===== src/rtl/cdb_scheduler_pkg.sv =====
// Shared sizing and types for the common-data-bus scheduler and the functional-unit wrappers.
package cdb_scheduler_pkg;

  localparam int NREQ    = 4;
  localparam int DATA_W  = 32;
  localparam int LABEL_W = 4;
  localparam int PTR_W   = $clog2(NREQ);

  typedef logic [NREQ-1:0]  grant_t;
  typedef logic [PTR_W-1:0] ptr_t;

  // Round-robin successor; wraps NREQ-1 back to 0 so non-power-of-two NREQ also works.
  function automatic ptr_t ptr_next(input ptr_t p);
    return (p == ptr_t'(NREQ - 1)) ? '0 : p + 1'b1;
  endfunction

endpackage


===== src/rtl/cdb_scheduler_if.sv =====
// Result-posting handshake from the functional units plus the registered CDB broadcast.
interface cdb_scheduler_if;
  import cdb_scheduler_pkg::*;

  logic                      flush;
  logic [NREQ-1:0]           req_valid;
  logic [NREQ*DATA_W-1:0]    req_data;
  logic [NREQ*LABEL_W-1:0]   req_label;
  logic [NREQ-1:0]           req_ready;
  logic                      cdb_en;
  logic [DATA_W-1:0]         cdb_data;
  logic [LABEL_W-1:0]        cdb_label;
  grant_t                    cdb_grant;

  modport master (
    output flush, req_valid, req_data, req_label,
    input  req_ready, cdb_en, cdb_data, cdb_label, cdb_grant
  );

  modport slave (
    input  flush, req_valid, req_data, req_label,
    output req_ready, cdb_en, cdb_data, cdb_label, cdb_grant
  );

endinterface


===== src/rtl/cdb_scheduler_rr_pick.sv =====
// Rotate-priority picker: first full slot at or after the pointer, wrapping, as a one-hot win.
module rr_pick
  import cdb_scheduler_pkg::*;
(
  input  grant_t i_full,
  input  ptr_t   i_ptr,
  output grant_t o_win
);

  logic w_found;
  ptr_t w_idx;

  // NOTE: every variable written here gets a default first, so no path leaves one unassigned and no latch is inferred.
  always_comb begin
    o_win   = '0;
    w_found = 1'b0;
    w_idx   = i_ptr;
    for (int i = 0; i < NREQ; i++) begin
      if (!w_found && i_full[w_idx]) begin
        o_win[w_idx] = 1'b1;
        w_found      = 1'b1;
      end
      w_idx = ptr_next(w_idx);
    end
  end

endmodule


===== src/rtl/cdb_scheduler.sv =====
// Round-robin CDB scheduler: one holding slot per functional unit, one registered broadcast per cycle.
module cdb_scheduler
  import cdb_scheduler_pkg::*;
(
  input  logic            clk,
  input  logic            rst_n,
  cdb_scheduler_if.slave  bus
);

  grant_t              r_full;
  logic [DATA_W-1:0]   r_data  [NREQ];
  logic [LABEL_W-1:0]  r_label [NREQ];
  ptr_t                r_ptr;

  logic                r_cdb_en;
  logic [DATA_W-1:0]   r_cdb_data;
  logic [LABEL_W-1:0]  r_cdb_label;
  grant_t              r_cdb_grant;

  grant_t              w_win;
  grant_t              w_ready;
  grant_t              w_accept;
  logic                w_any;
  ptr_t                w_win_idx;
  logic [DATA_W-1:0]   w_win_data;
  logic [LABEL_W-1:0]  w_win_label;

  rr_pick u_pick (
    .i_full (r_full),
    .i_ptr  (r_ptr),
    .o_win  (w_win)
  );

  // A winning slot frees up this cycle, so it may be refilled on the same edge it drains.
  assign w_ready  = ~r_full | w_win;
  assign w_accept = bus.req_valid & w_ready & {NREQ{~bus.flush}};
  assign w_any    = |w_win;

  always_comb begin
    w_win_idx   = '0;
    w_win_data  = '0;
    w_win_label = '0;
    for (int i = 0; i < NREQ; i++) begin
      if (w_win[i]) begin
        w_win_idx   = ptr_t'(i);
        w_win_data  = r_data[i];
        w_win_label = r_label[i];
      end
    end
  end

  // NOTE: slot payload has no reset; it is only ever read while its full bit is set, and full is reset.
  always_ff @(posedge clk) begin
    for (int i = 0; i < NREQ; i++) begin
      if (w_accept[i]) begin
        r_data[i]  <= bus.req_data[i*DATA_W +: DATA_W];
        r_label[i] <= bus.req_label[i*LABEL_W +: LABEL_W];
      end
    end
  end

  // NOTE: sequential state uses non-blocking assignments so every register samples pre-edge values.
  always_ff @(posedge clk or negedge rst_n) begin
    if (!rst_n) begin
      r_full <= '0;
    end else if (bus.flush) begin
      r_full <= '0;
    end else begin
      r_full <= w_accept | (r_full & ~w_win);
    end
  end

  always_ff @(posedge clk or negedge rst_n) begin
    if (!rst_n) begin
      r_ptr       <= '0;
      r_cdb_en    <= 1'b0;
      r_cdb_grant <= '0;
      r_cdb_data  <= '0;
      r_cdb_label <= '0;
    end else if (bus.flush) begin
      r_ptr       <= '0;
      r_cdb_en    <= 1'b0;
      r_cdb_grant <= '0;
    end else if (w_any) begin
      r_ptr       <= ptr_next(w_win_idx);
      r_cdb_en    <= 1'b1;
      r_cdb_grant <= w_win;
      r_cdb_data  <= w_win_data;
      r_cdb_label <= w_win_label;
    end else begin
      r_cdb_en    <= 1'b0;
      r_cdb_grant <= '0;
    end
  end

  assign bus.req_ready = w_ready;
  assign bus.cdb_en    = r_cdb_en;
  assign bus.cdb_data  = r_cdb_data;
  assign bus.cdb_label = r_cdb_label;
  assign bus.cdb_grant = r_cdb_grant;

endmodule


===== src/flat_wrapper.sv =====
// flat-port wrapper written by rule: the top's interface ports become plain ports
module cdb_scheduler_flat import cdb_scheduler_pkg::*;
  (clk, rst_n, bus_flush, bus_req_valid, bus_req_data, bus_req_label, bus_req_ready, bus_cdb_en, bus_cdb_data, bus_cdb_label, bus_cdb_grant);
  cdb_scheduler_if bus_i ();
  input  logic clk;
  input  logic rst_n;
  input wire logic [$bits(bus_i.flush)-1:0] bus_flush;
  input wire logic [$bits(bus_i.req_valid)-1:0] bus_req_valid;
  input wire logic [$bits(bus_i.req_data)-1:0] bus_req_data;
  input wire logic [$bits(bus_i.req_label)-1:0] bus_req_label;
  output wire logic [$bits(bus_i.req_ready)-1:0] bus_req_ready;
  output wire logic [$bits(bus_i.cdb_en)-1:0] bus_cdb_en;
  output wire logic [$bits(bus_i.cdb_data)-1:0] bus_cdb_data;
  output wire logic [$bits(bus_i.cdb_label)-1:0] bus_cdb_label;
  output wire logic [$bits(bus_i.cdb_grant)-1:0] bus_cdb_grant;
  assign bus_i.flush = bus_flush;
  assign bus_i.req_valid = bus_req_valid;
  assign bus_i.req_data = bus_req_data;
  assign bus_i.req_label = bus_req_label;
  assign bus_req_ready = bus_i.req_ready;
  assign bus_cdb_en = bus_i.cdb_en;
  assign bus_cdb_data = bus_i.cdb_data;
  assign bus_cdb_label = bus_i.cdb_label;
  assign bus_cdb_grant = bus_i.cdb_grant;
  cdb_scheduler u_core (.clk(clk), .rst_n(rst_n), .bus(bus_i));
endmodule

===== config.mk =====
export PLATFORM = sky130hd
export DESIGN_NAME = cdb_scheduler_flat
export DESIGN_NICKNAME = d
export VERILOG_FILES = /design/src/rtl/cdb_scheduler_pkg.sv /design/src/rtl/cdb_scheduler_if.sv /design/src/rtl/cdb_scheduler_rr_pick.sv /design/src/rtl/cdb_scheduler.sv /design/src/flat_wrapper.sv
export SDC_FILE = /design/constraint.sdc
export NUM_CORES = 1
export LEC_CHECK = 0
export CORE_UTILIZATION = 49
export CTS_CLUSTER_SIZE = 20
export DETAILED_ROUTE_END_ITERATION = 12
export PLACE_DENSITY = 0.82
export SYNTH_ARGS = -nofsm -noshare
export SYNTH_HDL_FRONTEND = slang
export SYNTH_SLANG_ARGS = --single-unit

===== constraint.sdc =====
create_clock -name clk -period 6.05 [get_ports clk]
set_clock_uncertainty 0.05 [all_clocks]
set_input_delay 1.21 -clock clk [delete_from_list [all_inputs] [get_ports clk]]
set_output_delay 1.21 -clock clk [all_outputs]
set_load 0.02 [all_outputs]

## Yosys cells after proc, flatten, opt, wreduce, memory -nomap -nowiden

Memory sizes are Yosys's and may differ from the RTL's.
Index checks and enable logic that the tools add are counted.

- Flip-flop bits (word level): 47
- Bits in writable memories: 144
- Input bits: 151
- Output and inout port bits: 45
- Word-level logic and storage cells: 101
- Memories: 2

- Add/sub/neg operators: 4
- $lt $le $gt $ge: 8
- Eq/ne operators: 4
- Multiplexer cells: 53
- Bitwise gates (word level): 11
- Reduce and logical (&&, ||, !) cells: 13

Memories:

| name | words | bits a word | rd ports | clocked after memory_dff | write ports | line | text |
|---|---|---|---|---|---|---|---|
| u_core.r_data | 4 | 32 | 4 | 0 | 4 | cdb_scheduler.sv:11 | `logic [DATA_W-1:0] r_data [NREQ];` |
| u_core.r_label | 4 | 4 | 4 | 0 | 4 | cdb_scheduler.sv:12 | `logic [LABEL_W-1:0] r_label [NREQ];` |

Operator list:

| cell | number |
|---|---|
| 32-bit 2-to-1 mux | 4 |
| 4-bit 2-to-1 mux | 11 |
| 1-bit 2-to-1 mux | 22 |
| 4-bit bitwise OR | 5 |
| 2-bit 2-to-1 mux | 8 |
| 4-bit bitwise AND | 3 |
| 2-bit by 3-bit less-than comparator with 1-bit output (second input constant) | 4 |
| 2-bit by 1-bit adder with 2-bit output (second input constant) | 4 |
| 1-bit binary-select mux with 2-bit select | 4 |
| 1-bit demux with 2-bit select | 4 |
| 2-bit equality test (second input constant) | 4 |
| 2-bit by 1-bit greater-or-equal comparator with 1-bit output (second input constant) | 4 |
| 4-bit inverter | 2 |
| 1-bit logical AND | 7 |
| 4-bit OR reduction | 1 |
| 1-bit zero test | 3 |
| 2-bit AND reduction | 1 |
| 2-bit nonzero test | 1 |
| 1-bit inverter | 1 |

## Depth between registers and ports, before layout

Gate-level depths: netlist (run 1).

- Word-level depth: 19
- Depth in mapped cells: 12
- Depth with buffers taken out: 9

## By module

From an unflattened synthesis (run 1), not the netlist that was laid out.

- Cells, all modules: 534
- Area total of the unflattened synthesis: 7863.8 um2

Modules (own cells, without submodules):

| module | times used | cells an instance | area an instance (um2) |
|---|---|---|---|
| cdb_scheduler | 1 | 481 | 7443.4 |
| rr_pick | 1 | 53 | 420.4 |

## Worst setup path before layout (run 1)

OpenSTA, ideal clock, no wires.

- Kind: flip-flop to flip-flop
- Start: register u_core.r_ptr[0]
- End: memory u_core.r_data[2][0], enable pin
- Library setup time: 484 ps
- Data arrival time: 4933 ps
- Required time: 5516 ps
- Setup slack: 583 ps
- Cell stages (with the launch flop): 9
- Path buffers: 1
- Period minus slack after synthesis: 5467 ps
- Cells stage by stage: dfrtp_1 inv_1 ha_1 buf_2 mux2_2 mux2i_1 nor3_1 or3_1 a211oi_1

RTL lines:

| what | line | text |
|---|---|---|
| start, declared | cdb_scheduler.sv:13 | `ptr_t r_ptr;` |
| start signal, assigned | cdb_scheduler.sv:85 | `r_ptr <= ptr_next(w_win_idx);` |
| end, declared | cdb_scheduler.sv:11 |  |

## Worst setup path in the final report (run 1)

- Start: register u_core.r_ptr[1]
- End: output port bus_req_ready[3]

- Cells in the longest elaborated chain, start to end: 13
- Elaborated cells on any way between the ends: 54
- Classes of those cells: add/sub: 3; order compare: 8; eq/ne: 3; mux: 26; bitwise: 4; reduce/logical: 10

RTL lines:

| what | line | text |
|---|---|---|
| 2-bit by 1-bit adder with 2-bit output, or another cell as far along | cdb_scheduler_pkg.sv:14 | `return (p == ptr_t'(NREQ - 1)) ? '0 : p + 1'b1;` |
| 2-bit 2-to-1 mux or 1-bit 2-to-1 mux (tied branches) | cdb_scheduler_pkg.sv:14, cdb_scheduler_rr_pick.sv:19 |  |
| 2-bit by 1-bit adder with 2-bit output, or another cell as far along | cdb_scheduler_pkg.sv:14 |  |
| 2-bit 2-to-1 mux, or another cell as far along | cdb_scheduler_pkg.sv:14 |  |
| 2-bit by 1-bit adder with 2-bit output, or another cell as far along | cdb_scheduler_pkg.sv:14 |  |
| 2-bit 2-to-1 mux, or another cell as far along | cdb_scheduler_pkg.sv:14 |  |
| 2-bit by 3-bit less-than comparator with 1-bit output (implied by the code), or another cell as far along | cdb_scheduler_rr_pick.sv:20 | `o_win[w_idx] = 1'b1;` |
| 1-bit logical AND (implied by the code), or another cell as far along | cdb_scheduler_rr_pick.sv:20 |  |
| 1-bit 2-to-1 mux (implied by the code), or another cell as far along | cdb_scheduler_rr_pick.sv:20 |  |
| 1-bit demux with 2-bit select, or another cell as far along | cdb_scheduler_rr_pick.sv:20 |  |
| 4-bit bitwise OR (no source line) or 1-bit logical AND (tied branches) | - |  |
| 4-bit 2-to-1 mux * | cdb_scheduler_rr_pick.sv:19 | `if (!w_found && i_full[w_idx]) begin` |
| 4-bit bitwise OR * | cdb_scheduler.sv:35 | `assign w_ready = ~r_full \| w_win;` |
| end, declared | flat_wrapper.sv:11 | `output wire logic [$bits(bus_i.req_ready)-1:0] bus_req_ready;` |

Mark *: on every way between the ends. The rest lies on a longest branch, timed or not. The select of a mux whose other input is x is not followed.

==> impl_metrics.env, run 1 <==
export IMPL_max_freq_mhz=197
export IMPL_core_um2=15100
export IMPL_seq_power_share_pct=32.7
export IMPL_grt_max_degree=71
export IMPL_clkLatencyLatePin_ns=0.43
export IMPL_setup_viol=0
export IMPL_met1_usage_pct=29.0
export IMPL_cts_hold_buffers_added=0
export IMPL_start_kind="register"
export IMPL_synth_area_um2=7580
export IMPL_avgViaCountPerCell=5.71
export IMPL_grt_busiest_layer="met2"
export IMPL_drv_slew=0
export IMPL_ys_seq_area_share_pct=72.6
export IMPL_h_tree_depth=4
export IMPL_die_h_um=126
export IMPL_dieArea_um2=16000
export IMPL_irDropWorstVdd_mv=0.363
export IMPL_layout_cells_non_filler=882
export IMPL_p_total_uw=5530
export IMPL_finalCritPeriodShare_pct=83.7
export IMPL_cts_tree="done"
export IMPL_use_met3_pct=7.97
export IMPL_grt_usage_pct=24.8
export IMPL_endpoint_kind="primary output"
export IMPL_row_count=45
export IMPL_place_ws_ns=1.47
export IMPL_crit_fanout=21
export IMPL_power_switching_uw=2070
export IMPL_power_per_cell_area_nw_per_um2=537
export IMPL_mostFrequentLayoutCells="clkdlybuf4s50_1 (194), edfxtp_1 (144), nor2_1 (85), dfrtp_1 (47), a21o_1 (37)"
export IMPL_ys_seq_elements=191
export IMPL_rsz0062_at_grt="false"
export IMPL_p_int_uw=3460
export IMPL_gr_usage_met2_pct=42.1
export IMPL_setup_tns_final_ns=0
export IMPL_crit_type="register to primary output"
export IMPL_vias=5032
export IMPL_setup_slack_ns=0.984
export IMPL_gp_congestion=0.904
export IMPL_grt_ovfl_total=0
export IMPL_syn_area_per_cell_um2=15.5
export IMPL_layout_commonest_cell="clkdlybuf4s50_1"
export IMPL_drive_gt1_share_pct=8.50
export IMPL_status="complete, no violations"
export IMPL_wl_per_cell_um=21.5
export IMPL_dpl_hpwl_um=12200
export IMPL_start_util_pct=50.1
export IMPL_p_leak_uw=0.00397
export IMPL_cts_buffers=17
export IMPL_dp_cells=850
export IMPL_cts_resized_gates=0
export IMPL_tightest_slew_ns=1.20
export IMPL_yosys_warnings=0
export IMPL_synthCells=489
export IMPL_cp_required_ns=4.79
export IMPL_grt_pass1_vias=5458
export IMPL_synth_nets=646
export IMPL_wl_um=18900
export IMPL_p_comb_share_pct=46.8
export IMPL_fin_crit_ns=5.07
export IMPL_grt_pass1_wl_um=29000
export IMPL_drv_cap=0
export IMPL_pwr_share_clk_pct=20.5
export IMPL_drcViolationCount=0
export IMPL_drtIter0Drc=343
export IMPL_fp_dieW_um=126
export IMPL_post_cts_buffers=0
export IMPL_clk_pin_slew_worst_paths_ns=0.07
export IMPL_syn2layout_area_growth_pct=35.8
export IMPL_switching_share_pct=37.4
export IMPL_cts_max_path_buffers=2
export IMPL_final_area_um2=10300
export IMPL_postRouteAntennaNets=0
export IMPL_diodes=0
export IMPL_antenna_found_initial=0
export IMPL_drtPass1Iterations=5
export IMPL_nets=838
export IMPL_io_pins=196
export IMPL_cts_root_buf="clkbuf_16"
export IMPL_cts_sinks=191
export IMPL_hold_viol_final=0
export IMPL_cp_arrival_ns=3.81
export IMPL_min_path_type="register to register"
export IMPL_placed_area_um2=9690
export IMPL_slew_headroom_pct=20.0
export IMPL_port_buffer_count=195
export IMPL_yosysUniqueCellTypes=44
[worst paths after layout]
kind / endpoint / slack, ns / start / depth (start not counted)
setup / recovery: bus_req_ready[3] / 0.98 / u_core.r_ptr[1] / 8
hold / removal: u_core.bus.cdb_data[12] / 0.46 / u_core.bus.cdb_data[12] / 1
setup reg to reg: u_core.bus.cdb_data[18] / 1.70 / u_core.r_ptr[1] / 9
hold reg to reg: u_core.bus.cdb_data[12] / 0.46 / u_core.bus.cdb_data[12] / 1
max in group asynchronous: u_core.r_full[3] / 4.66 / rst_n / 2
min in group asynchronous: u_core.bus.cdb_data[21] / 0.83 / rst_n / 2
[layer usage]
metal	wire length, um	share of wire, %	vias up
met5	0	0	-
met2	9730	51	241
met1	7020	37	2479
met4	487	2.6	0
met3	1700	9.0	38
li1	-	-	2274
[cells by family (layout without fill, tap and decap cells)]
logic type,count (synthesis),after routing,share of synthesized area (%)
flops,191,191,72.6
simple gates,116,116,6.67
mux,12,12,2.41
compound gates,130,130,14.8
fa+ha+maj,6,6,0.990
buf+inv,34,239,2.62
[cells in the mapped netlist]
cell       instances  share of area, %
a2111oi_4          1              0.36
a211o_2            1              0.13
a211oi_1           2              0.20
a21o_1            37               3.7
a21oi_1            6              0.40
a221o_1           36               4.8
a22o_1            36               4.2
a22oi_1            1             0.099
a311oi_1           1              0.12
a31o_2             2              0.23
a31oi_1            1             0.083
a41o_1             1              0.13
and2_0             1             0.083
and2_1             2              0.17
and2b_1            2              0.20
and3b_1            3              0.35
buf_1              1             0.049
buf_2             18               1.2
buf_4              2              0.20
buf_6              1              0.15
buf_8              3              0.59
clkbuf_1           5              0.25
dfrtp_1           47                16
edfxtp_1         144                57
ha_1               6              0.99
inv_1              4              0.20
mux2_2             4              0.59
mux2i_1            4              0.53
mux4_1             2              0.69
mux4_2             2              0.59
nand2_1           10              0.50
nand2b_1           1             0.083
nand4bb_1          1              0.15
nor2_1            85               4.2
nor2_2             1             0.083
nor2b_1            2              0.17
nor3_1             4              0.26
nor3_2             2              0.26
o21a_1             1             0.099
o21ai_0            2              0.13
o221ai_1           1              0.12
o22ai_1            1             0.083
or2_1              1             0.083
or3_1              1             0.083
[critical path, cell delays in order, from the launching register on]
cell	delay, ns
dfrtp_1	0.52
inv_1	0.14
ha_1	0.49
mux2_2	0.40
mux2i_1	0.33
and2_1	0.28
a31o_2	0.51
nand2_1	0.14
clkdlybuf4s50_1	0.56
[power groups by stage]
stage / sequential [uW] / combinational [uW] / clock (uW)
2_1_floorplan: 1960 / 1610 / 0
6_report: 1810 / 2590 / 1130
4_1_cts: 1810 / 2600 / 1140
5_1_grt: 1830 / 2780 / 1200
3_3_place_gp: 1820 / 2490 / 0
3_5_place_dp: 1830 / 2580 / 0
[cell type report]
cell class,count,area [um^2]
inverter,4,15.0
timing repair buffer,203,2010
sequential,191,5500
clock inverter,15,180
multi-input combinational,264,1930
tap,188,235
fill,996,4850
clock buffer,17,425
[flip-flops by register name, indices dropped and copies added (netlist names)]
register,cells
u_core.bus.cdb_grant,4
u_core.r_data,128
u_core.r_full,4
u_core.r_ptr,2
u_core.bus.cdb_data,32
u_core.r_label,16
u_core.bus.cdb_label,4
u_core.bus.cdb_en,1
[through the flow]
step,hold slack (ns),util (%)
global route,0.481,68.0
global placement,0.437,64.0
finish,0.459,68.0
detailed placement,0.445,64.0
floorplan,0.509,-
CTS,0.462,68.0
(Power assumes the default switching activity.)
==> run 2: changes to the inputs <==
Clock period 6.05 ns to 5.1 ns, I/O delays scaled along.
==> run 2 against run 1 <==
  * Register-to-register slack worse by 0.74 ns
  * Count of clock-buffer cells in the layout up 1
  * Sequential power up 18%
  * Via count up 0.66%
  * Largest power group unchanged
==> impl_metrics.env, run 2 (synthesis results as in run 1) <==
export IMPL_drtPass1Iterations=5
export IMPL_grt_ovfl_total=0
export IMPL_mostFrequentLayoutCells="clkdlybuf4s50_1 (194), edfxtp_1 (144), nor2_1 (85), dfrtp_1 (47), a21o_1 (37)"
export IMPL_r2r_setup_slack_ns=0.96
export IMPL_pwr_share_clk_pct=20.4
export IMPL_grt_pass1_vias=5357
export IMPL_setup_tns_final_ns=0
export IMPL_cp_required_ns=4.03
export IMPL_hold_viol_final=0
export IMPL_antenna_found_initial=0
export IMPL_diodes=0
export IMPL_p_comb_share_pct=47.0
export IMPL_r2r_end="u_core.bus.cdb_data[9]"
export IMPL_row_count=45
export IMPL_cts_sinks=191
export IMPL_nets=838
export IMPL_finalCritPeriodShare_pct=93.8
export IMPL_gp_congestion=0.841
export IMPL_cts_tree="done"
export IMPL_rr_worst_depth=9
export IMPL_grt_max_degree=48
export IMPL_h_tree_depth=4
export IMPL_post_cts_buffers=0
export IMPL_min_to="u_core.bus.cdb_data[3]"
export IMPL_min_path_type="register to register"
export IMPL_avgViaCountPerCell=5.74
export IMPL_cts_max_path_buffers=2
export IMPL_vias=5065
export IMPL_layout_commonest_cell="clkdlybuf4s50_1"
export IMPL_tightest_slew_ns=1.10
export IMPL_cts_buffers=17
export IMPL_io_pins=196
export IMPL_dpl_hpwl_um=11900
export IMPL_seq_power_share_pct=32.6
export IMPL_grt_usage_pct=24.7
export IMPL_wl_per_cell_um=21.4
export IMPL_irDropWorstVdd_mv=0.408
export IMPL_drcViolationCount=0
export IMPL_status="complete, no violations"
export IMPL_hold_ws_ns=0.461
export IMPL_drv_slew=0
export IMPL_power_per_cell_area_nw_per_um2=638
export IMPL_start_util_pct=50.1
export IMPL_r2r_start="u_core.r_ptr[0]"
export IMPL_cts_hold_buffers_added=0
export IMPL_power_switching_uw=2460
export IMPL_die_h_um=126
export IMPL_clk_pin_slew_worst_paths_ns=0.07
export IMPL_crit_fanout=8
export IMPL_port_buffer_count=195
export IMPL_drtIter0Drc=420
export IMPL_syn2layout_area_growth_pct=35.9
export IMPL_slew_headroom_pct=26.4
export IMPL_max_freq_mhz=209
export IMPL_fin_crit_ns=4.78
export IMPL_drive_gt1_share_pct=8.50
export IMPL_cts_root_buf="clkbuf_16"
export IMPL_drv_cap=0
export IMPL_wl_um=18900
export IMPL_start_kind="register"
export IMPL_p_leak_uw=0.00397
export IMPL_largest_register="u_core.r_data"
export IMPL_switching_share_pct=37.4
export IMPL_fp_dieW_um=126
export IMPL_crit_type="register to primary output"
export IMPL_rsz0062_at_grt="false"
export IMPL_grt_pass1_wl_um=29000
export IMPL_p_total_uw=6570
export IMPL_core_um2=15100
export IMPL_largest_reg_flops=128
export IMPL_clkLatencyLatePin_ns=0.42
export IMPL_whs_path_depth=1
export IMPL_postRouteAntennaNets=0
export IMPL_cts_resized_gates=0
export IMPL_fin_util_pct=68.0
export IMPL_endpoint_kind="primary output"
export IMPL_min_delay_start="u_core.bus.cdb_data[3]"
export IMPL_setup_viol=0
export IMPL_cp_arrival_ns=3.71
export IMPL_p_int_uw=4120
export IMPL_dieArea_um2=16000
run 2: power groups by stage:
| stage | registers, uW | clock network, uW | logic [uW] |
|---|---|---|---|
| finish | 2140 | 1340 | 3090 |
| global route | 2170 | 1430 | 3300 |
| CTS | 2140 | 1360 | 3100 |
| detailed placement | 2160 | 0 | 3080 |
| global placement | 2160 | 0 | 2980 |
| floorplan | 2320 | 0 | 1910 |
run 2: final cells by class:
cell class	instances	area (um^2)
flip-flops and latches	191	5500
multi-input cells	264	1930
clock buffers	18	429
repair buffers	203	2020
fillers	969	4840
well taps	188	235
clock inverters	14	175
inverters	4	15.0
run 2: through the flow:
step,instance area [um^2],setup slack [ns],std cells
2_1_floorplan,7590,0.871,489
3_3_place_gp,9700,0.930,850
3_5_place_dp,9700,0.796,850
4_1_cts,10300,0.345,882
5_1_grt,10300,0.0755,882
6_report,10300,0.317,882
run 2: worst max path at each step:
stage	slack (ns)	depth (start not counted)	start	to
2_1_floorplan	0.87	8	u_core.r_ptr[0]	u_core.r_data[2][0]
3_3_place_gp	0.93	8	u_core.r_ptr[0]	bus_req_ready[2]
3_5_place_dp	0.80	8	u_core.r_ptr[0]	bus_req_ready[2]
4_1_cts	0.35	8	u_core.r_ptr[0]	bus_req_ready[2]
5_1_grt	0.08	8	u_core.r_ptr[0]	bus_req_ready[2]
6_report	0.32	8	u_core.r_ptr[0]	bus_req_ready[2]
run 2: layer usage:
layer	routed length, um	track usage (%)	vias up
met1	7320	30.8	2480
met2	9430	40.9	293
met4	374	8.93	0
met3	1780	7.63	21
li1	-	-	2271
met5	0	0	-
run 2: worst max-delay path: stages, from the launching register on:
cell and delay [ns]:
dfrtp_1 0.51, inv_1 0.16, ha_1 0.51, mux2_2 0.41, mux2i_1 0.34, nor3_1 0.15, or3_1 0.48, nand2_1 0.13
clkdlybuf4s50_1 0.61
==> run 3: changes to the inputs <==
Settings changed: SLEW_MARGIN from default to 20.
==> results of run 3 <==
No change in the layout: final DEF, timing and power equal those of run 2.
